==> config.mk <==
export PLATFORM = sky130hd
export DESIGN_NAME = mem_access_stage_flat
export DESIGN_NICKNAME = d
export VERILOG_FILES = /design/src/rtl/mem_access_stage_if.sv /design/src/rtl/mem_access_stage.sv /design/src/flat_wrapper.sv
export SDC_FILE = /design/constraint.sdc
export NUM_CORES = 1
export LEC_CHECK = 0
export CORE_AREA = 2 2 136 138
export DETAILED_ROUTE_END_ITERATION = 6
export DIE_AREA = 0 0 138 140
export PLACE_DENSITY = 0.75
export SYNTH_ARGS = -nofsm -noshare
export SYNTH_HDL_FRONTEND = slang
export SYNTH_SLANG_ARGS = --single-unit
==> constraint.sdc <==
create_clock -name clk -period 4.3 [get_ports clk]
set_input_delay 0.645 -clock clk [delete_from_list [all_inputs] [get_ports clk]]
set_output_delay 0.645 -clock clk [all_outputs]
set_load 0.1 [all_outputs]
==> src/rtl/mem_access_stage_if.sv <==
// Data-memory port of the MEM stage: req/ack handshake plus write lanes and read word.
interface mem_access_stage_if;
   logic        dmem_req;
   logic        dmem_we;
   logic [31:0] dmem_addr;
   logic [31:0] dmem_wdata;
   logic [3:0]  dmem_wstrb;
   logic        dmem_ack;
   logic [31:0] dmem_rdata;

   modport master (
      output dmem_req, dmem_we, dmem_addr, dmem_wdata, dmem_wstrb,
      input  dmem_ack, dmem_rdata
   );

   modport slave (
      input  dmem_req, dmem_we, dmem_addr, dmem_wdata, dmem_wstrb,
      output dmem_ack, dmem_rdata
   );
endinterface

==> src/rtl/mem_access_stage.sv <==
// MEM pipeline stage: ALU passthrough, load/store req/ack transaction with lane
// steering, sign/zero extension, misalignment check and bus timeout.
module mem_access_stage #(
   parameter int unsigned TIMEOUT = 16,
   parameter int unsigned CNT_W   = 5
) (
   input  logic               clk,
   input  logic               rst,
   input  logic               ExValid,
   input  logic [31:0]        ExAluResult,
   input  logic [31:0]        ExStoreData,
   input  logic               ExMemRead,
   input  logic               ExMemWrite,
   input  logic [2:0]         ExFunct3,
   input  logic               ExRegWrite,
   input  logic [4:0]         ExRd,
   output logic [31:0]        MemResult,
   output logic               MemRegWrite,
   output logic [4:0]         MemRd,
   output logic               MemStall,
   output logic               MemMisalign,
   output logic               MemBusErr,
   mem_access_stage_if.master dmem
);

   typedef enum logic [1:0] {IDLE = 2'd0, BUSY = 2'd1, DONE = 2'd2} state_t;

   state_t           state;
   logic [CNT_W-1:0] cnt;
   logic [31:0]      addrReg;
   logic [31:0]      wdataReg;
   logic [3:0]       wstrbReg;
   logic [2:0]       funct3Reg;
   logic             regWriteReg;
   logic [4:0]       rdReg;
   logic             weReg;
   logic             reqReg;
   logic [31:0]      resultReg;
   logic             busErrReg;

   logic             isMemOp;
   logic             isLegal;
   logic [31:0]      wdataNext;
   logic [3:0]       wstrbNext;

   // Pick the addressed byte/half out of the read word and extend it.
   function automatic logic [31:0] extractLoad(input logic [31:0] word,
                                               input logic [1:0]  lane,
                                               input logic [2:0]  f3);
      logic [7:0]  b;
      logic [15:0] h;
      b = 8'(word >> {lane, 3'b000});
      h = lane[1] ? word[31:16] : word[15:0];
      case (f3)
         3'b000:  return {{24{b[7]}}, b};
         3'b100:  return {24'd0, b};
         3'b001:  return {{16{h[15]}}, h};
         3'b101:  return {16'd0, h};
         default: return word;
      endcase
   endfunction

   // Decode legality of the EX/MEM access and steer store data onto byte lanes.
   always_comb begin
      isMemOp   = ExValid & (ExMemRead | ExMemWrite);
      isLegal   = 1'b0;
      wdataNext = ExStoreData;
      wstrbNext = 4'b0000;
      if (ExMemRead & ~ExMemWrite) begin
         case (ExFunct3)
            3'b000, 3'b100: isLegal = 1'b1;
            3'b001, 3'b101: isLegal = ~ExAluResult[0];
            3'b010:         isLegal = (ExAluResult[1:0] == 2'b00);
            default:        isLegal = 1'b0;
         endcase
      end else if (ExMemWrite & ~ExMemRead) begin
         case (ExFunct3)
            3'b000: begin
               isLegal   = 1'b1;
               wdataNext = {4{ExStoreData[7:0]}};
               wstrbNext = 4'b0001 << ExAluResult[1:0];
            end
            3'b001: begin
               isLegal   = ~ExAluResult[0];
               wdataNext = {2{ExStoreData[15:0]}};
               wstrbNext = 4'b0011 << ExAluResult[1:0];
            end
            3'b010: begin
               isLegal   = (ExAluResult[1:0] == 2'b00);
               wstrbNext = 4'b1111;
            end
            default: isLegal = 1'b0;
         endcase
      end
   end

   // Transaction FSM: capture in IDLE, wait for ack or timeout in BUSY, present in DONE.
   always_ff @(posedge clk or negedge rst) begin
      if (!rst) begin
         state       <= IDLE;
         cnt         <= '0;
         addrReg     <= '0;
         wdataReg    <= '0;
         wstrbReg    <= '0;
         funct3Reg   <= '0;
         regWriteReg <= 1'b0;
         rdReg       <= '0;
         weReg       <= 1'b0;
         reqReg      <= 1'b0;
         resultReg   <= '0;
         busErrReg   <= 1'b0;
      end else begin
         busErrReg <= 1'b0;
         case (state)
            IDLE: begin
               if (isMemOp && isLegal) begin
                  addrReg     <= ExAluResult;
                  wdataReg    <= wdataNext;
                  wstrbReg    <= wstrbNext;
                  funct3Reg   <= ExFunct3;
                  regWriteReg <= ExRegWrite & ExMemRead;
                  rdReg       <= ExRd;
                  weReg       <= ExMemWrite;
                  reqReg      <= 1'b1;
                  resultReg   <= '0;
                  cnt         <= '0;
                  state       <= BUSY;
               end
            end
            BUSY: begin
               if (dmem.dmem_ack) begin
                  resultReg <= weReg ? 32'd0
                                     : extractLoad(dmem.dmem_rdata, addrReg[1:0], funct3Reg);
                  reqReg    <= 1'b0;
                  weReg     <= 1'b0;
                  state     <= DONE;
               end else if (cnt == CNT_W'(TIMEOUT - 1)) begin
                  reqReg      <= 1'b0;
                  weReg       <= 1'b0;
                  regWriteReg <= 1'b0;
                  busErrReg   <= 1'b1;
                  state       <= DONE;
               end else begin
                  cnt <= cnt + 1'b1;
               end
            end
            DONE:    state <= IDLE;
            default: state <= IDLE;
         endcase
      end
   end

   // MEM/WB-facing outputs: passthrough in IDLE, captured result in DONE; forced low in reset.
   always_comb begin
      MemResult   = ExAluResult;
      MemRegWrite = 1'b0;
      MemRd       = ExRd;
      MemStall    = 1'b0;
      MemMisalign = 1'b0;
      case (state)
         IDLE: begin
            MemRegWrite = ExValid & ExRegWrite & ~isMemOp;
            MemStall    = isMemOp & isLegal;
            MemMisalign = isMemOp & ~isLegal;
         end
         BUSY: begin
            MemResult = resultReg;
            MemRd     = rdReg;
            MemStall  = 1'b1;
         end
         DONE: begin
            MemResult   = resultReg;
            MemRegWrite = regWriteReg;
            MemRd       = rdReg;
         end
         default: begin
            MemResult = '0;
            MemRd     = '0;
         end
      endcase
      if (!rst) begin
         MemResult   = '0;
         MemRegWrite = 1'b0;
         MemRd       = '0;
         MemStall    = 1'b0;
         MemMisalign = 1'b0;
      end
   end

   assign MemBusErr       = busErrReg;
   assign dmem.dmem_req   = reqReg;
   assign dmem.dmem_we    = weReg;
   assign dmem.dmem_addr  = {addrReg[31:2], 2'b00};
   assign dmem.dmem_wdata = wdataReg;
   assign dmem.dmem_wstrb = wstrbReg;

endmodule

==> src/flat_wrapper.sv <==
// flat-port wrapper written by rule: the top's interface ports become plain ports
module mem_access_stage_flat 
#(
   parameter int unsigned TIMEOUT = 16,
   parameter int unsigned CNT_W   = 5
)
  (clk, rst, ExValid, ExAluResult, ExStoreData, ExMemRead, ExMemWrite, ExFunct3, ExRegWrite, ExRd, MemResult, MemRegWrite, MemRd, MemStall, MemMisalign, MemBusErr, dmem_dmem_req, dmem_dmem_we, dmem_dmem_addr, dmem_dmem_wdata, dmem_dmem_wstrb, dmem_dmem_ack, dmem_dmem_rdata);
  mem_access_stage_if dmem_i ();
  input  logic clk;
  input  logic rst;
  input  logic ExValid;
  input  logic [31:0] ExAluResult;
  input  logic [31:0] ExStoreData;
  input  logic ExMemRead;
  input  logic ExMemWrite;
  input  logic [2:0] ExFunct3;
  input  logic ExRegWrite;
  input  logic [4:0] ExRd;
  output logic [31:0] MemResult;
  output logic MemRegWrite;
  output logic [4:0] MemRd;
  output logic MemStall;
  output logic MemMisalign;
  output logic MemBusErr;
  output wire logic [$bits(dmem_i.dmem_req)-1:0] dmem_dmem_req;
  output wire logic [$bits(dmem_i.dmem_we)-1:0] dmem_dmem_we;
  output wire logic [$bits(dmem_i.dmem_addr)-1:0] dmem_dmem_addr;
  output wire logic [$bits(dmem_i.dmem_wdata)-1:0] dmem_dmem_wdata;
  output wire logic [$bits(dmem_i.dmem_wstrb)-1:0] dmem_dmem_wstrb;
  input wire logic [$bits(dmem_i.dmem_ack)-1:0] dmem_dmem_ack;
  input wire logic [$bits(dmem_i.dmem_rdata)-1:0] dmem_dmem_rdata;
  assign dmem_dmem_req = dmem_i.dmem_req;
  assign dmem_dmem_we = dmem_i.dmem_we;
  assign dmem_dmem_addr = dmem_i.dmem_addr;
  assign dmem_dmem_wdata = dmem_i.dmem_wdata;
  assign dmem_dmem_wstrb = dmem_i.dmem_wstrb;
  assign dmem_i.dmem_ack = dmem_dmem_ack;
  assign dmem_i.dmem_rdata = dmem_dmem_rdata;
  mem_access_stage #(.TIMEOUT(TIMEOUT), .CNT_W(CNT_W)) u_core (.clk(clk), .rst(rst), .ExValid(ExValid), .ExAluResult(ExAluResult), .ExStoreData(ExStoreData), .ExMemRead(ExMemRead), .ExMemWrite(ExMemWrite), .ExFunct3(ExFunct3), .ExRegWrite(ExRegWrite), .ExRd(ExRd), .MemResult(MemResult), .MemRegWrite(MemRegWrite), .MemRd(MemRd), .MemStall(MemStall), .MemMisalign(MemMisalign), .MemBusErr(MemBusErr), .dmem(dmem_i));
endmodule
Yosys cells after proc, flatten, opt, wreduce, memory -nomap -nowiden
Index checks and enable logic that the tools add are counted.
{ "word_totals": {"word_cells": 107, "reg_bits": 119} }
{ "op_classes": {"n_shift": 3, "reduce_logical": 15, "eq_ne": 16, "bitwise": 14, "n_mux": 46, "addsub": 1} }
{ "ops": {"columns": ["operator", "n"], "rows": [
  ["$mux 32", 6],
  ["$pmux 32 s2", 3],
  ["$pmux 32 s4", 1],
  ["$shr 32x5->8", 1],
  ["$mux 5", 4],
  ["$pmux 5 s2", 2],
  ["$mux 16", 1],
  ["$mux 1", 15],
  ["$eq 3x3->1 const B", 4],
  ["$pmux 4 s3", 1],
  ["$pmux 1 s2", 5],
  ["$and 1x1->1", 8],
  ["$mux 4", 2],
  ["$reduce_and 4->1", 2],
  ["$eq 3x1->1 const B", 2],
  ["$logic_not 3->1", 2],
  ["$mux 2", 3],
  ["$ne 2x2->1 const B", 3],
  ["$pmux 1 s3", 2],
  ["$reduce_and 3->1", 2],
  ["$reduce_or 2->1", 3],
  ["$add 5x1->5 const B", 1],
  ["$eq 5x4->1 const B", 1],
  ["$not 1->1", 5],
  ["other kinds (13)", 16]
]} }

Logic depth before layout (Yosys ltp)
{ "logic_depth": {"word_depth": 8, "ltp_mapped": 9} }

Worst setup path before layout
Ideal clock, no wire load.
{ "synth_path": {"kind": "register to output", "from": "register u_core.state[0]", "to": "output port MemRegWrite", "slack_ns": 0.062, "path_buffers": 2, "stages_incl_launch_ff": 7, "t_arrival_ns": 3.593, "path_cell_list": "dfrtp_1 -> inv_1 -> ha_1 -> clkbuf_1 -> clkbuf_1 -> nand4_1 -> a21boi_0"} }
{ "synth_via": {"elab_chain_len": 3, "elab_cells_between_ends": 4, "classes_between": "eq/ne (1); mux (2); reduce/logical (1)"} }
{ "synth_rtl": {"columns": ["item", "line_no", "rtl"], "rows": [
  ["start, declared", "mem_access_stage.sv:28", "state_t state;"],
  ["start signal, assigned", "mem_access_stage.sv:100", "state <= IDLE;"],
  ["start signal, assigned", "mem_access_stage.sv:127", "state <= BUSY;"],
  ["start signal, assigned", "mem_access_stage.sv:136", "state <= DONE;"],
  ["$eq 2x2->1 or $logic_not 2->1 (tied branches)", "mem_access_stage.sv:160", "case (state)"],
  ["$pmux 1 s2 *", "mem_access_stage.sv:160", null],
  ["$mux 1 *", "mem_access_stage.sv:181", "if (!rst) begin"],
  ["end, declared", "flat_wrapper.sv:20", "output logic MemRegWrite;"]
]} }
Mark *: on every way between the ends. The rest lies on a longest branch, timed or not.

Worst setup path in the final report
{ "layout_path": {"from": "input port ExFunct3[1]", "to": "output port MemStall"} }
{ "layout_via": {"elab_chain_len": 7, "elab_cells_between_ends": 14, "classes_between": "eq/ne (4); mux (6); bitwise (1); reduce/logical (3)"} }
{ "layout_rtl": {"columns": ["item", "line_no", "rtl"], "rows": [
  ["start, declared", "flat_wrapper.sv:16", "input logic [2:0] ExFunct3;"],
  ["$eq 3x2->1 (tied with other cells)", "mem_access_stage.sv:70, mem_access_stage.sv:77", null],
  ["$pmux 1 s3 or $reduce_or 2->1 (tied branches)", "mem_access_stage.sv:77, mem_access_stage.sv:70", null],
  ["$mux 1 or $pmux 1 s3 (tied branches)", "mem_access_stage.sv:76, mem_access_stage.sv:70", null],
  ["$mux 1 *", "mem_access_stage.sv:69", "if (ExMemRead & ~ExMemWrite) begin"],
  ["$and 1x1->1 *", "mem_access_stage.sv:163", "MemStall = isMemOp & isLegal;"],
  ["$pmux 1 s2 *", "mem_access_stage.sv:160", null],
  ["$mux 1 *", "mem_access_stage.sv:181", null],
  ["end, declared", "flat_wrapper.sv:22", "output logic MemStall;"]
]} }
Marked as above.

==> summary.md <==
| Metric | Value |
|---|---|
| Slew @ Worst Pin | between 1 and 1.5 ns |
| Row count | between 40 and 50 |
| Hold-fix buffers at CTS | 0 |
| Critical path's largest stage delay | around 0.65 ns |
| Clock skew | 0.00931 ns |
| FF-to-FF Start | u_core.state[0] |
| RSZ-0062 raised after global routing | false |
| First-pass GRT wire length | approximately 32000 µm |
| Die ar. | a little under 0.02 mm² |
| Cell family contributing the most delay on the critical path | compound AO/OA/AOI/OAI gates |
| Total Routed Length | 20400 µm |
| WP data required | 3.65 ns |
| Dominant cells by area after synthesis | dfrtp_1 46%, nand2_1 11%, buf_4 4.7%, a22oi_1 4.4%, mux2i_1 3.7% |
| Clock transition at path regs | about 0.060 ns |
| Setup_tns | 0 ns |
| Setup CP Type | in2out |
| Critical Path Sink Type | output pin |
| Via density | around 5.2 |
| Core region area | around 0.018 mm² |
| Die Span Y | ~140 µm |
| Number of synthesized flops with an enable pin | 0 |
| Layout cells sized above 1 | 0.111 |
| Hold WC Path Type | in2async |
| Layout Cells excl Fill | 1142 |
| Post-Syn Area per Cell | between 8 and 9 µm² |
| Root buf cell | clkbuf_16 |
| Capturing point of the worst reg2reg path | u_core.cnt[0] |
| Initial antenna violation count | 0 |
| Worst R2R Path Depth | 8 |
| Final Cycle Share | 0.792 |
| # IOs | 222 |
| Starting Density | 0.367 |
| Tot GR Track Use | 0.209 |
| N_diodes | 0 |
| IO Port Bufs | between 200 and 250 |
| FF+latch count, synth | about 120 |
| CTS tree | built |
| Critical path data arrival time | roughly 2.8 ns |
| Placed Instances | 1110 |
| Setup violators final | 0 |
| DRC | 0 |
| FILL cells | around 1700 |
| Worst Setup Start Kind | input pin |
| Synth Instances | ~740 |
| Rel. slew slack | 0.220 |
| Vias in the first global route | 5780 |
| Worst-path maximum fanout | 11 |
| Post-DRT Antenna Nets | 0 |
| Register area share after synthesis | 0.457 |
| Crit-path cells | clkdlybuf4s50_1 -> a21oi_2 -> o2111ai_1 -> a211o_4 -> a21boi_1 -> buf_12 |
| Final hold violation count | 0 |
| Min cycle time layout | about 3.4 ns |
| DR WL/cell | ~18 µm |
| RD Place Congestion | roughly 0.80 |
| Slowest cell on crit path | clkdlybuf4s50_1 |
| Fmax | a little under 300 MHz |
| Netlist Area Pre-Place | 0.00652 mm² |
| Yosys top cell by area | dfrtp_1 |
| 1st-iter DRT viols | ~320 |
| Max Cap Viol | 0 |
| Die width | between 100 and 150 µm |
| Postcts setup bufs | 0 |
| Max-slew violations | 0 |
| First drt pass iteration count | 5 |
| Core Util, Final | 0.512 |
| Dpl hpwl | 14300 µm |
| Clk_lat worst skew | roughly 0.42 ns |
| Clock sinks | between 100 and 150 |
| Area Overhead vs Synth | 39.7% |
| Status | finished, final reports clean |
| Total grt overflow | 0 |
| YS warnings | 0 |
| Post-synth ARST share | 1.00 |
| Routed vias | slightly below 6000 |
| Distinct cells, synth | 57 |
| Total CTS buffers | 17 |
| Top-area cell type share of the netlist area | 0.457 |
| Post-cts sizing count | 0 |
| Clock Path Buffers | 2 |
| R2R Setup Slk | 1.45 ns |
| Largest net degree at the start of global routing | 74 |
| NumNets Final | 1017 |
| Top_reg_cell synth | dfrtp_1 |
| H-Tree Depth | 4 |
| Worst path bufs/invs | 2 |
-- worst max-delay path by stage --
stage | start | to | slack, ns | depth (start not counted)
5_1_grt | ExFunct3[1] | MemStall | 0.83 | 6
6_report | ExFunct3[1] | MemStall | 0.89 | 6
2_1_floorplan | u_core.state[0] | MemRegWrite | 0.06 | 6
3_5_place_dp | ExFunct3[1] | u_core.dmem.dmem_wdata[31] | 0.69 | 7
3_3_place_gp | ExFunct3[1] | u_core.dmem.dmem_wdata[31] | 0.78 | 7
4_1_cts | ExFunct3[1] | MemStall | 0.91 | 6
-- worst reg2reg max path, delay by kind of cell, from the launching register on --
family          cells  cell delay (ns)
buf+inv             2             0.64
compound gates      2             0.57
fa+ha+maj           1             0.57
simple gates        3             0.56
flops               1             0.41
-- per-layer routing --
layer	wire length, µm	track usage	vias to the layer above	share of wire
li1	-	-	2860	-
met1	8820	0.266	2825	0.43
met2	9660	0.341	227	0.47
met3	1580	0.0697	29	0.077
met4	352	0.0569	0	0.017
met5	0	0	-	0
-- synthesized netlist by cell type, drive strengths merged (9+ instances only) --
master     n
a21oi     29
a22o       9
a22oi     38
buf       61
clkbuf    25
dfrtp    119
inv       15
mux2i     24
nand2    188
nor2      54
nor2b     11
o21ai     41
o22a       9
o22ai     11
o2bb2ai   24
-- sequential cells by signal (all words and copies together) (netlist names) --
signal                  flops
u_core.dmem.dmem_req        1
u_core.cnt                  5
u_core.regWriteReg          1
u_core.dmem.dmem_wstrb      4
u_core.dmem.dmem_wdata     32
u_core.dmem.dmem_we         1
u_core.resultReg           32
u_core.state                2
u_core.MemBusErr            1
u_core.funct3Reg            3
u_core.addrReg             32
u_core.rdReg                5
-- placed cells by master, fill, tap and decap left out, drive strengths merged, types with 2 or more instances in the layout --
cell type	instances
a21oi	29
a22o	9
a2111oi	2
a31oi	8
inv	17
nor2	54
o211ai	2
o31ai	7
clkbuf	18
a211oi	8
dfrtp	119
a22oi	38
mux2i	24
nor2b	11
buf	53
or3	3
o22a	9
nand2b	4
clkinvlp	5
ha	6
nor3b	3
clkinv	5
o2bb2ai	24
nor3	5
a211o	5
nand3	6
clkdlybuf4s50	178
o21ai	41
bufinv	2
conb	2
nand2	188
o22ai	11
nand4	2
a21boi	3
-- layout make-up --
type / instances / area (µm²) / area share
Timing Repair Buffer: 231 / 2200 / 0.242
Inverter: 15 / 56.3 / 0.00618
Tap cell: 229 / 287 / 0.0315
Multi-Input combinational cell: 516 / 2990 / 0.328
Clock buffer: 18 / 439 / 0.0482
Clock inverter: 14 / 151 / 0.0166
Sequential cell: 119 / 2980 / 0.327
-- stage by stage --
stage / hold slack [ns] / setup slack, ns / instance area, µm²
3_3_place_gp: 0.458 / 0.776 / 8510
4_1_cts: 0.375 / 0.908 / 9100
3_5_place_dp: 0.462 / 0.689 / 8510
6_report: 0.364 / 0.892 / 9100
2_1_floorplan: 0.349 / 0.0620 / 6520
5_1_grt: 0.422 / 0.834 / 9100
-- cells by family (layout without fill, tap and decap cells) --
kind of cell | Yosys count | after routing | share of synthesized area
AOI/OAI and AO/OA | 201 | 201 | 0.221
adders and majority gates | 6 | 6 | 0.0115
buffers and inverters | 101 | 278 | 0.0893
DFF | 119 | 119 | 0.457
muxes | 25 | 25 | 0.0403
other | 1 | 2 | 0.000575
and+or+nand+nor | 282 | 282 | 0.180
Power is left out: the tool's default activity adds up to more than one toggle a clock period on the data nets, which glitch-free logic cannot reach.
